**src/rtl/regfile_multiport.sv**
```systemverilog
// regfile_multiport: DEPTH x DATA_W register file with NUM_RD read ports, one write port, optional zero entry, bypass and registered read
// clk: rising-edge clock; reset: async active-low; rg_wrt_en/rg_wrt_addr/rg_wrt_data: write port
// rg_rd_addr/rg_rd_data/rg_rd_valid: packed read ports, port k in slice k; valid = entry written since reset
module regfile_multiport #(
  parameter int DATA_W   = 32,
  parameter int ADDR_W   = 5,
  parameter int NUM_RD   = 2,
  parameter int ZERO_REG = 1,
  parameter int BYPASS   = 1,
  parameter int RD_LAT   = 0
) (
  input  logic                     clk,
  input  logic                     reset,
  input  logic                     rg_wrt_en,
  input  logic [ADDR_W-1:0]        rg_wrt_addr,
  input  logic [DATA_W-1:0]        rg_wrt_data,
  input  logic [NUM_RD*ADDR_W-1:0] rg_rd_addr,
  output logic [NUM_RD*DATA_W-1:0] rg_rd_data,
  output logic [NUM_RD-1:0]        rg_rd_valid
);
  localparam int DEPTH = 1 << ADDR_W;
  logic [DEPTH-1:0][DATA_W-1:0] mem;
  logic [DEPTH-1:0] written;
  logic wr_ok;
  // a write that actually lands: gated by reset so a write in a reset cycle is dropped and never bypassed
  assign wr_ok = reset && rg_wrt_en && !(ZERO_REG != 0 && rg_wrt_addr == '0);
  always_ff @(posedge clk or negedge reset)
    if (!reset) begin
      mem     <= '0;
      written <= '0;
    end else if (wr_ok) begin
      mem[rg_wrt_addr]     <= rg_wrt_data;
      written[rg_wrt_addr] <= 1'b1;
    end
  for (genvar k = 0; k < NUM_RD; k++) begin : g_rd
    logic [ADDR_W-1:0] a;
    logic [DATA_W-1:0] d;
    logic zero, byp, v;
    assign a    = rg_rd_addr[k*ADDR_W +: ADDR_W];
    assign zero = ZERO_REG != 0 && a == '0;
    assign byp  = BYPASS != 0 && wr_ok && a == rg_wrt_addr;
    assign d    = (!reset || zero) ? '0 : byp ? rg_wrt_data : mem[a];
    assign v    = zero || (reset && (byp || written[a]));
    if (RD_LAT != 0) begin : g_reg
      logic [DATA_W-1:0] d_q;
      logic v_q;
      always_ff @(posedge clk or negedge reset)
        if (!reset) begin
          d_q <= '0;
          v_q <= 1'b0;
        end else begin
          d_q <= d;
          v_q <= v;
        end
      assign rg_rd_data[k*DATA_W +: DATA_W] = d_q;
      assign rg_rd_valid[k]                 = v_q;
    end else begin : g_comb
      assign rg_rd_data[k*DATA_W +: DATA_W] = d;
      assign rg_rd_valid[k]                 = v;
    end
  end
endmodule

```
**config.mk**
```make
export PLATFORM = sky130hd
export DESIGN_NAME = regfile_multiport
export DESIGN_NICKNAME = d
export VERILOG_FILES = /design/src/rtl/regfile_multiport.sv
export SDC_FILE = /design/constraint.sdc
export NUM_CORES = 2
export LEC_CHECK = 0
export ABC_AREA = 1
export CORE_AREA = 3 3 370 372
export DETAILED_ROUTE_END_ITERATION = 6
export DIE_AREA = 0 0 373 375
export PLACE_DENSITY = 0.7
export SLEW_MARGIN = 20
export SYNTH_ARGS = -nofsm -noshare
export SYNTH_HDL_FRONTEND = slang
export SYNTH_SLANG_ARGS = --single-unit
```
**constraint.sdc**
```tcl
create_clock -name clk -period 3.23 [get_ports clk]
set_clock_uncertainty 0.2 [all_clocks]
set_input_delay 0.646 -clock clk [delete_from_list [all_inputs] [get_ports clk]]
set_output_delay 0.646 -clock clk [all_outputs]
set_load 0.02 [all_outputs]
```
* After elaboration in Yosys (flattened, before gate mapping)
Cells that the tools add are included.
** Word-level totals
- Bits in registers :: 1056
- Output and inout bits :: 66
- Input port bits :: 50
- Logic and storage cells :: 75
** Cells by class
- Muxes and demuxes :: 17
- Equality and inequality tests :: 2
- Reductions and logical operators :: 18
- $lt $le $gt $ge :: 4
- Bitwise operators :: 1
** Operators with widths (count)
- 1024-bit bitwise mux :: 1
- 32-bit binary-select mux with 5-bit select :: 2
- 32-bit two-way mux :: 7
- 32-bit demux with 5-bit select :: 1
- 32-bit bitwise OR :: 1
- 5-bit by 6-bit less-than comparator with 1-bit output (second input constant) :: 3
- 5-bit zero test :: 3
- 1-bit binary-select mux with 5-bit select :: 2
- 5-bit equality test :: 2
- 1-bit logical AND :: 7
- 1-bit logical OR :: 6
- 1-bit demux with 5-bit select :: 1
- 5-bit by 1-bit >= comparator with 1-bit output (second input constant) :: 1
- 1-bit two-way mux :: 3
- 1-bit zero test :: 2

* Depth between registers and ports, before layout
- Word-level depth :: 7
- Gate-level depth with buffers :: 16
- Mapped depth without buffers :: 12

* Worst setup path after synthesis
OpenSTA, ideal clock, no wires.
- Kind :: in2out
- From :: input port rg_wrt_addr[3]
- To :: output port rg_rd_data[10]
- Arrival :: 2.196 ns
- Data required time :: 2.384 ns
- Stages :: 13
- Path slack :: 0.188 ns
- Path buffers :: 4
- Path through :: buf_4 > clkinv_1 > nand2_2 > nor2_4 > nand2_2 > nand2_4 > inv_4 > buf_6 > nand2_2 > buf_6 > buf_6 > o21ai_0 > a21oi_1
** Between the ends
- Word-level cells in the longest chain between the ends :: 6
- Elaborated cells on any way between the ends :: 7
- Those cells by class :: eq/ne: 1; mux: 2; reduce/logical: 4
** Ends and longest elaborated chain
- from (decl) :: RTL line 15 : input logic [ADDR_W-1:0] rg_wrt_addr,
- 5-bit zero test :: RTL line 26 : assign wr_ok = reset && rg_wrt_en && !(ZERO_REG != 0 && rg_wrt_addr == '0);
- 1-bit zero test :: RTL line 26
- 1-bit logical AND :: RTL line 26
- 1-bit logical AND (*) :: RTL line 41 : assign byp = BYPASS != 0 && wr_ok && a == rg_wrt_addr;
- 32-bit two-way mux (*) (2 in series) :: RTL line 42 : assign d = (!reset || zero) ? '0 : byp ? rg_wrt_data : mem[a];
- to (decl) :: RTL line 18 : output logic [NUM_RD*DATA_W-1:0] rg_rd_data,
Mark *: on every way between the ends. The rest lies on a longest branch, timed or not.

* Final worst setup path
- From :: input port rg_rd_addr[0]
- To :: output port rg_rd_data[0]
** Between the ends
- Word-level cells in the longest chain between the ends :: 4
- Elaborated cells on any way between the ends :: 8
- Those cells by class :: eq/ne: 1; mux: 4; reduce/logical: 3
** Ends and longest elaborated chain
- from (decl) :: RTL line 17 : input logic [NUM_RD*ADDR_W-1:0] rg_rd_addr,
- 32-bit binary-select mux with 5-bit select / 5-bit equality test (equally long branches) :: RTL line 42, 41
- 32-bit two-way mux (not written as such) / 1-bit logical AND (equally long branches) :: RTL line 42, 41
- 32-bit two-way mux :: RTL line 42
- 32-bit two-way mux (*) :: RTL line 42
Mark *: on every way between the ends. The rest lies on a longest branch, timed or not. The select of a mux whose other input is x is not followed.

==> impl_metrics.json <==
{
  "cts-root-buf": "clkbuf_16",
  "placement.io_buffers": 115,
  "yosysTopAreaCell": "dfrtp_1",
  "num_rows": 134,
  "worstSetupStartpointType": "primary input",
  "maxCapViolCount": 0,
  "synth_xor_area_share_pct": 0.08747,
  "placed_cells": 9786,
  "crit_required_ns": 2.38,
  "critPathKind": "primary input to primary output",
  "failed_checks": "setup timing",
  "synth.area.top_cells": "dfrtp_1, nand2_1, o21ai_0, o211ai_1, nand3_1",
  "post_drt_wl_per_cell_um": 23.24,
  "cts.clk_slew.worst_paths_ns": 0.07,
  "synth_top_family_by_area": "compound AO/OA/AOI/OAI gates",
  "ant_nets": 0,
  "synth_fa_ha_area_share_pct": 0,
  "n_fill_cell": 12210,
  "hold_violations": 0,
  "status": "finished with violations",
  "first_iter_violations": 9264,
  "r2r_slack_ns": 2.31,
  "num_vias": 60650,
  "fin_crit_ns": 3.234,
  "end_kind": "primary output",
  "yosys.area.top_type_share_pct": 43.99,
  "final_cells": 10040,
  "synth_compound_area_share_pct": 23.52,
  "dieArea_um2": 139900,
  "grt_pass1_wl_um": 345900,
  "io_pins": 116,
  "muxShareOfSynthArea_pct": 0,
  "async_flop_share_pct": 100.0,
  "setup_ws_ns": -0.003537,
  "fin_crit_sh_pct": 100.1,
  "drc": 0,
  "area.growth.synth_to_final_pct": 18.25,
  "leakagePower_nw": 32.85,
  "tritoncts": "yes",
  "wl_um": 233400,
  "syn_nets": 8248,
  "final_util_pct": 53.16,
  "die_h_um": 375,
  "cts_buffer_depth": 3,
  "avgSynthCellArea_um2": 7.328,
  "final_net_count": 8233,
  "tightest_slew_ns": 0.9397,
  "drt_first_pass_iters": 7,
  "hold_ws_ns": 0.1320,
  "grt_pass1_vias": 56090,
  "numCtsBuffers": 113,
  "synth_ff_type": "dfrtp_1",
  "yosys_warnings": 0,
  "hold_path.class": "primary input to asynchronous set/reset pin",
  "maxSlewViolCount": 0,
  "crit_fanout": 27,
  "ys_seq_area_share_pct": 43.99,
  "mostFrequentLayoutCells": "nand2_1, dfrtp_1, o21ai_0",
  "clkSinkCount": 1056,
  "grt.overflow.total": 0,
  "fmaxAchievable_mhz": 309.3,
  "ir_drop_uv": 442.5,
  "routabilityCongestion": 0.9365,
  "synth_edf_count": 0,
  "setup_viol": 1,
  "core_um2": 133600,
  "h-tree-depth": 3,
  "grt_usage_pct": 32.01,
  "grt_start_max_net_pins": 142,
  "initial_core_util_pct": 44.96,
  "synth_simple_gate_area_share_pct": 21.43,
  "dp_hpwl_um": 143400,
  "powerDensity_nw_per_um2": 517.0,
  "rsz0062_at_grt": "true",
  "yosysUniqueCellTypes": 29,
  "synth_seq_cells": 1056,
  "cp.arrival_ns": 2.39,
  "drt-vias-per-instance": 6.039,
  "drive_above_1_share_pct": 12.49,
  "die_x_um": 373,
  "clk_latency_ns": 0.76,
  "postSynthCellCount": 8198,
  "final_common_cell": "nand2_1",
  "syn_area_um2": 60080,
  "relSlewSlack_pct": 37.15,
  "grt_antenna_before_repair": 4,
  "place_ws_ns": -0.7493
}
[power breakdown]
| group | total [mW] | switching (mW) | internal (mW) |
|---|---|---|---|
| clock | 13.8 | 5.74 | 8.03 |
| sequential | 15.9 | 1.08 | 14.8 |
| combinational | 7.04 | 4.36 | 2.68 |
| total | 36.7 | 11.2 | 25.6 |
[logic make-up (layout without fill, tap and decap cells)]
| group | count (synthesis) | count (layout) |
|---|---|---|
| XOR/XNOR | 6 | 6 |
| AO/OA/AOI/OAI | 2541 | 2541 |
| AND/OR/NAND/NOR | 3165 | 3165 |
| flip-flops | 1056 | 1056 |
| buffers and inverters | 1430 | 1504 |
| other | 0 | 3 |
[final timing paths]
kind,start,to,cells past startpoint
min in group clk,mem[16],mem[16],0
max in group asynchronous,reset,mem[23],4
worst max register to register,mem[601],mem[601],2
worst min register to register,mem[16],mem[16],0
worst min-delay path,reset,mem[685],3
worst max-delay path,rg_rd_addr[0],rg_rd_data[0],12
[synth_stat cells (123+ instances only)]
library cell     n
nor2_1         323
o21ai_1        461
dfrtp_1       1056
buf_6          123
o21ai_0       1077
a21oi_1        463
inv_1          611
buf_2          184
o211ai_1       491
nand3_1        655
clkbuf_1       402
nand2_1       2134
[worst max-delay path: stages]
cell and delay (ns):
buf_16 0.14, buf_16 0.18, buf_4 0.15, buf_12 0.15, a21oi_1 0.15, o21ai_0 0.10, a21oi_1 0.17, nor2_1 0.07
nand2_1 0.08, nand2_2 0.14, a21oi_1 0.18, buf_2 0.18
[sequential cells by signal (all words and copies together) (netlist names)]
name / count
mem: 1024
written: 32
[cell type report]
| class | count | area [µm²] | area share (%) |
|---|---|---|---|
| well taps | 1768 | 2212 | 3.114 |
| repair buffers | 679 | 8506 | 11.97 |
| inverters | 621 | 2399 | 3.376 |
| flip-flops and latches | 1056 | 26430 | 37.20 |
| clock buffers | 162 | 3294 | 4.637 |
| clock inverters | 42 | 584.3 | 0.8225 |
| multi-input cells | 5712 | 27610 | 38.87 |
| diodes | 3 | 7.507 | 0.01057 |
[stage by stage]
step	total power, mW	cell area, µm²	TNS, ns
final	36.73	71040	-0.003537
after detailed placement	22.73	65680	-41.94
after global routing	38.36	71030	-0.1134
after CTS	36.53	70190	-0.01303
after global placement	22.49	65680	-40.41
after floorplan	20.09	60080	0
[what timing repair did]
| action | 4_1_cts | 5_1_grt |
|---|---|---|
| buffers inserted | 3 | 15 |
| setup endpoints to repair | 66 | 65 |
| cloned | 11 | 19 |
| gates resized for setup | 281 | 219 |
| pin swaps | 3 | 19 |
| hold buffers | 3 | 0 |
| hold endpoints to repair | 52 | 0 |
[layer usage]
metal	vias up	track usage [%]	part of all wire, %
met5	-	0	0.015
met4	4	15.96	5.8
met3	816	7.493	13
met2	3924	47.33	42
met1	28640	43.99	39
li1	27270	-	-
Note: power is estimated with default switching activity, not from simulation.
